### config.mk
export PLATFORM = sky130hd
export DESIGN_NAME = cache_mem_arbiter
export DESIGN_NICKNAME = d
export VERILOG_FILES = /design/src/rtl/arb_pkg.sv /design/src/rtl/rr_arbiter2.sv /design/src/rtl/cache_mem_arbiter.sv
export SDC_FILE = /design/constraint.sdc
export NUM_CORES = 1
export LEC_CHECK = 0
export CAP_MARGIN = 40
export CORE_AREA = 8 8 86 88
export CTS_CLUSTER_DIAMETER = 50
export DETAILED_ROUTE_END_ITERATION = 10
export DIE_AREA = 0 0 94 96
export DONT_BUFFER_PORTS = 1
export MAX_ROUTING_LAYER = met4
export SLEW_MARGIN = 20
export SYNTH_ARGS = -nofsm -noshare
export SYNTH_HDL_FRONTEND = slang
export SYNTH_SLANG_ARGS = --single-unit
### constraint.sdc
create_clock -name clk -period 2 [get_ports clk]
set_clock_uncertainty 0.15 [all_clocks]
set_input_delay 0.5 -clock clk [delete_from_list [all_inputs] [get_ports clk]]
set_output_delay 0.5 -clock clk [all_outputs]
set_load 0.005 [all_outputs]
### src/rtl/arb_pkg.sv
// rtl/arb_pkg.sv - shared state and owner encodings for cache_mem_arbiter
// Purpose: one place for the arbiter FSM encoding and the owner encoding
//          used by the round-robin grant logic and the top level.
// Ports:   none (package)
package arb_pkg;

    typedef enum logic [1:0] {
        IDLE  = 2'd0,
        REQ   = 2'd1,
        WDATA = 2'd2,
        RDATA = 2'd3
    } arb_state_t;

    localparam logic OWN_IC = 1'b0;
    localparam logic OWN_DC = 1'b1;

endpackage

### src/rtl/rr_arbiter2.sv
// rtl/rr_arbiter2.sv - two-way round-robin grant between icache and dcache
// Purpose: pick a winner from the two request lines; on a tie the requester
//          that did not win last time is chosen.
// Ports:
//   req_ic      in  icache requesting
//   req_dc      in  dcache requesting
//   last_grant  in  owner of the previous grant (OWN_IC / OWN_DC)
//   grant_valid out at least one requester is asking
//   grant       out winning owner, meaningful only with grant_valid
module rr_arbiter2
    import arb_pkg::*;
(
    input  logic req_ic,
    input  logic req_dc,
    input  logic last_grant,
    output logic grant_valid,
    output logic grant
);

    always_comb begin
        grant_valid = req_ic | req_dc;
        if (req_ic && req_dc) begin
            grant = ~last_grant;
        end else if (req_dc) begin
            grant = OWN_DC;
        end else begin
            grant = OWN_IC;
        end
    end

endmodule

### src/rtl/cache_mem_arbiter.sv
// rtl/cache_mem_arbiter.sv - shares one main-memory port between icache and dcache refills
// Purpose: round-robin arbitration of icache line reads and dcache line
//          reads/writebacks onto a single memory port, one burst of BEATS
//          words in flight at a time.
// Ports:
//   clk, reset                          clock, async active-high reset
//   ic_req_valid/ready/addr             icache line-read request
//   dc_req_valid/ready/rw/addr          dcache line read (rw=0) or write (rw=1)
//   dc_wdata_valid/ready, dc_wdata      dcache write beats
//   ic_resp_valid, dc_resp_valid        read beat strobes to the owning cache
//   resp_data                           read beat data (mem_resp_data pass-through)
//   mem_req_valid/ready/rw/addr         memory request
//   mem_wdata_valid/ready, mem_wdata    memory write beats
//   mem_resp_valid, mem_resp_data       memory read beats, in order
module cache_mem_arbiter
    import arb_pkg::*;
#(
    parameter int ADDR_W = 32,
    parameter int DATA_W = 32,
    parameter int BEATS  = 4
) (
    input  logic              clk,
    input  logic              reset,
    input  logic              ic_req_valid,
    output logic              ic_req_ready,
    input  logic [ADDR_W-1:0] ic_req_addr,
    input  logic              dc_req_valid,
    output logic              dc_req_ready,
    input  logic              dc_req_rw,
    input  logic [ADDR_W-1:0] dc_req_addr,
    input  logic              dc_wdata_valid,
    output logic              dc_wdata_ready,
    input  logic [DATA_W-1:0] dc_wdata,
    output logic              ic_resp_valid,
    output logic              dc_resp_valid,
    output logic [DATA_W-1:0] resp_data,
    output logic              mem_req_valid,
    input  logic              mem_req_ready,
    output logic              mem_req_rw,
    output logic [ADDR_W-1:0] mem_req_addr,
    output logic              mem_wdata_valid,
    input  logic              mem_wdata_ready,
    output logic [DATA_W-1:0] mem_wdata,
    input  logic              mem_resp_valid,
    input  logic [DATA_W-1:0] mem_resp_data
);

    localparam int CNT_W = $clog2(BEATS + 1);
    localparam logic [CNT_W-1:0] LAST_BEAT = CNT_W'(BEATS - 1);

    arb_state_t        state, state_n;
    logic              owner, last_grant, rw_q;
    logic [ADDR_W-1:0] addr_q;
    logic [CNT_W-1:0]  cnt;
    logic              grant_valid, grant, grant_fire, beat;

    rr_arbiter2 u_rr (
        .req_ic      (ic_req_valid),
        .req_dc      (dc_req_valid),
        .last_grant  (last_grant),
        .grant_valid (grant_valid),
        .grant       (grant)
    );

    // Grants only come out of IDLE, which the FSM always spends at least one
    // cycle in after a burst. Gating with reset keeps readys low while the
    // async reset is held even though state is already IDLE.
    assign grant_fire = (state == IDLE) && grant_valid && !reset;

    always_comb begin
        state_n = state;
        beat    = 1'b0;
        case (state)
            IDLE: begin
                if (grant_fire) state_n = REQ;
            end
            REQ: begin
                if (mem_req_ready) state_n = rw_q ? WDATA : RDATA;
            end
            WDATA: begin
                beat = dc_wdata_valid && mem_wdata_ready;
                if (beat && cnt == LAST_BEAT) state_n = IDLE;
            end
            RDATA: begin
                beat = mem_resp_valid;
                if (beat && cnt == LAST_BEAT) state_n = IDLE;
            end
            default: state_n = IDLE;
        endcase
    end

    always_ff @(posedge clk or posedge reset) begin
        if (reset) begin
            state <= IDLE;
            cnt   <= '0;
        end else begin
            state <= state_n;
            if (state == REQ && mem_req_ready) begin
                cnt <= '0;
            end else if (beat) begin
                cnt <= cnt + CNT_W'(1);
            end
        end
    end

    // Request capture: loaded only on a grant so addr/rw stay stable through
    // REQ no matter what the caches do with their request lines.
    always_ff @(posedge clk or posedge reset) begin
        if (reset) begin
            owner      <= OWN_DC;
            last_grant <= OWN_IC;
            addr_q     <= '0;
            rw_q       <= 1'b0;
        end else if (grant_fire) begin
            owner      <= grant;
            last_grant <= grant;
            addr_q     <= (grant == OWN_DC) ? dc_req_addr : ic_req_addr;
            rw_q       <= (grant == OWN_DC) && dc_req_rw;
        end
    end

    assign ic_req_ready    = grant_fire && (grant == OWN_IC);
    assign dc_req_ready    = grant_fire && (grant == OWN_DC);

    assign mem_req_valid   = (state == REQ);
    assign mem_req_rw      = rw_q;
    assign mem_req_addr    = addr_q;

    assign mem_wdata_valid = (state == WDATA) && dc_wdata_valid;
    assign dc_wdata_ready  = (state == WDATA) && mem_wdata_ready;
    assign mem_wdata       = dc_wdata;

    // Memory beats only reach a cache while a read burst it owns is active.
    assign ic_resp_valid   = (state == RDATA) && mem_resp_valid && (owner == OWN_IC);
    assign dc_resp_valid   = (state == RDATA) && mem_resp_valid && (owner == OWN_DC);
    assign resp_data       = mem_resp_data;

endmodule
==> results by group <==
Setup path
  – R2r endpoint: mem_req_addr[19]$_DFFE_PP0P_
  – Worst path slowest cell: dfrtp_1
  – Crit path buf inv count: 1
  – Delay-heaviest family, CP: simple AND/OR/NAND/NOR gates
  – Reg2Reg Depth: 5
  – Crit end category: output port
  – Worst-path cell chain: or3_4 -> nor3b_2 -> buf_4
  – Critical path launch point type: flop
  – CP arrival: 1.33 ns
  – WS Path Type: flop to output port
  – R2r setup slk: 0.31 ns
  – Slowest stage delay, CP: 0.38 ns
  – R2R Path Start: state[0]$_DFFE_PP0P_
  – Peak fanout along the critical path: 2
  – Worst path required time: 1.35 ns

Logic synthesis
  – Post-synth EDFFs: 0
  – Post-Synthesis Net Count: 401
  – Synth Area in Compound Gates: 0.148
  – Top-count cell post-synth: buf_4
  – #FFs+latches synth: 40
  – Count of cell types in the netlist: 30
  – Largest cells by area after synthesis: dfrtp_1 (37%), buf_4 (18%), a221o_1 (12%)
  – Cell count after synthesis: 262
  – Synth top area share: 0.368
  – Simple-gate share of the synthesized area: 0.213
  – Async SR Flop Fraction: 1.00
  – Post-Synth XOR/XNOR Area: 0
  – Synth warn: 0
  – Area leader, netlist: dfrtp_1
  – Post-synthesis mux area share: 0.00756
  – Main combinational cell family by area after synthesis: buffers and inverters
  – Register area share after synthesis: 0.378
  – Ys flop type: dfrtp_1
  – Mean post-synth cell area: 10.1 um^2
  – Mapped cell area: 2650 um^2
  – Post-Synth Adder-Cell Area: 0.00945
  – Most frequent cells after synthesis: buf_4 (65), nand2_1 (40), dfrtp_1 (39), a221o_1 (32), nor3_2 (30)

Timing
  – Slew Viols, Final: 0
  – Hold_ws: 0.00261 ns
  – Worst-margin pin slew: 0.525 ns
  – Slew Limit Headroom: 0.650
  – Final Hold Viols: 0
  – RSZ-0062 raised after global routing: yes
  – Min Tclk post-route: 1.98 ns
  – Final period utilization: 0.991
  – Max Freq: 505 MHz
  – Final setup fails: 0

Routing
  – DRT antenna net count: 0
  – Drt pass-1 iters: 4
  – DR iter-0 viols: 72
  – Final wirelength: 6.38 mm
  – DR WL/cell: 23.3 um
  – DR vias/cell: 6.08
  – Via count: 1665
  – DRC viols: 0

GRT
  – Initial antenna violation count: 0
  – Global-route wire length before repair: 9.82 mm
  – Number of global-route vias before repair: 1773
  – Grt total ovfl: 0
  – Global-route usage over all layers: 0.143
  – Pin count of the biggest net entering global routing: 36

Layout
  – Share of layout cells above drive strength 1: 0.284
  – FILL cells: 602
  – Area grow syn2layout: -11.1%
  – Final net count: 335
  – Register area: 1000 um^2
  – Diodes inserted: 0
  – Multi-input logic area: 1030 um^2

Clock network
  – H-tree depth: 2
  – CTS tree: built
  – CTS max path bufs: 2
  – Clock-pin slew on the worst setup and hold paths: 0.08 ns
  – Root buffer cell: clkbuf_8
  – TritonCTS Buffers: 5
  – Clk_lat worst skew: 0.29 ns
  – Post-CTS Hold Buffers: 0
  – CTS sink count: 40

Floorplanning
  – Row Count: 29
  – Die extent in y: 96 um
  – I/O pins: 241
  – Initial Util: 0.435
  – Die ar.: 9020 um^2
  – Die width: 94 um
  – Core area: 6100 um^2

Placement
  – PortBufs: 0
  – Dpl hpwl: 4.64 mm
  – GPL Wtd Cong: 0.695

Power and ir drop
  – Max rail drop VDD: 0.000491 V
  – LEAKAGE: 0.965 nW
  – Pwr Density: 1290 nW/um^2
  – Final Total Pwr: 3.04 mW

Hold path
  – Worst Hold Class: input port to async pin

Outcome
  – Status: completed

Run
  – # Max-Cap Violations: 0
[repair_timing]
action                                  CTS  global route
setup buffers                             0             0
pin swaps                                 2             3
endpoints found under the setup margin    2             2
resized for setup                         5             0
gates cloned                              0             0
[stage by stage]
stage          setup slack, ns  instance area [um^2]  setup TNS, ns  cells  utilization
3_3_place_gp            0.0630                  2210              0    265        0.363
6_report                0.0182                  2350              0    274        0.386
5_1_grt                -0.0507                  2350        -0.0507    274        0.386
2_1_floorplan           0.0453                  2650              0    262            -
3_5_place_dp            0.0875                  2240              0    266        0.368
4_1_cts                -0.0153                  2350        -0.0153    274        0.386
[flip-flops by register name, indices dropped and copies added (netlist names)]
name / cells
state: 2
cnt: 3
last_grant: 1
mem_req_rw: 1
owner: 1
mem_req_addr: 32
[placed cells by master (no fill, tap or decap), types with 2 or more instances in the layout]
| cell type | instances |
|---|---|
| a21o_1 | 2 |
| a21oi_1 | 3 |
| a221o_1 | 32 |
| and3b_1 | 2 |
| buf_4 | 10 |
| clkbuf_8 | 6 |
| clkinv_2 | 2 |
| dfrtp_1 | 39 |
| ha_1 | 2 |
| inv_1 | 2 |
| mux2i_1 | 2 |
| nand2_1 | 40 |
| nand3_1 | 2 |
| nand3b_1 | 2 |
| nor2_1 | 2 |
| nor3_1 | 3 |
| nor3_2 | 29 |
[final cells by class]
cell class | count | share of cell area
clock inverters | 2 | 0.00425
repair buffers | 12 | 0.0521
clock buffers | 6 | 0.0351
inverters | 3 | 0.00478
well taps | 77 | 0.0409
flip-flops and latches | 40 | 0.426
multi-input cells | 134 | 0.437
[kinds of logic after synthesis]
group | count (synthesis)
muxes | 2
adders and majority gates | 2
AOI/OAI and AO/OA | 42
buffers and inverters | 88
and+or+nand+nor | 88
DFF | 40
[worst max path at each step]
| stage | startpoint | endpoint | slack [ns] | depth (start not counted) |
|---|---|---|---|---|
| final | state[0]$_DFFE_PP0P_ | ic_req_ready | 0.02 | 3 |
| after global placement | reset | ic_req_ready | 0.06 | 3 |
| after global routing | state[0]$_DFFE_PP0P_ | ic_req_ready | -0.05 | 3 |
| after detailed placement | reset | ic_req_ready | 0.09 | 3 |
| after CTS | state[0]$_DFFE_PP0P_ | ic_req_ready | -0.02 | 3 |
| after floorplan | reset | ic_req_ready | 0.05 | 4 |
[where the power goes]
part	internal (mW)	switching, mW	total [mW]	leakage [nW]
sequential	1.19	0.308	1.50	0.496
clock	0.276	0.291	0.567	0.0510
combinational	0.494	0.477	0.971	0.419
total	1.96	1.08	3.04	0.965
[layer usage]
metal / vias up / global-route usage / wire length [um]
li1: 729 / - / -
met4: 0 / 0.0489 / 96
met3: 16 / 0.0554 / 679
met2: 87 / 0.211 / 2920
met5: - / - / 0
met1: 833 / 0.174 / 2680
Note: power is estimated with default switching activity, not from simulation.
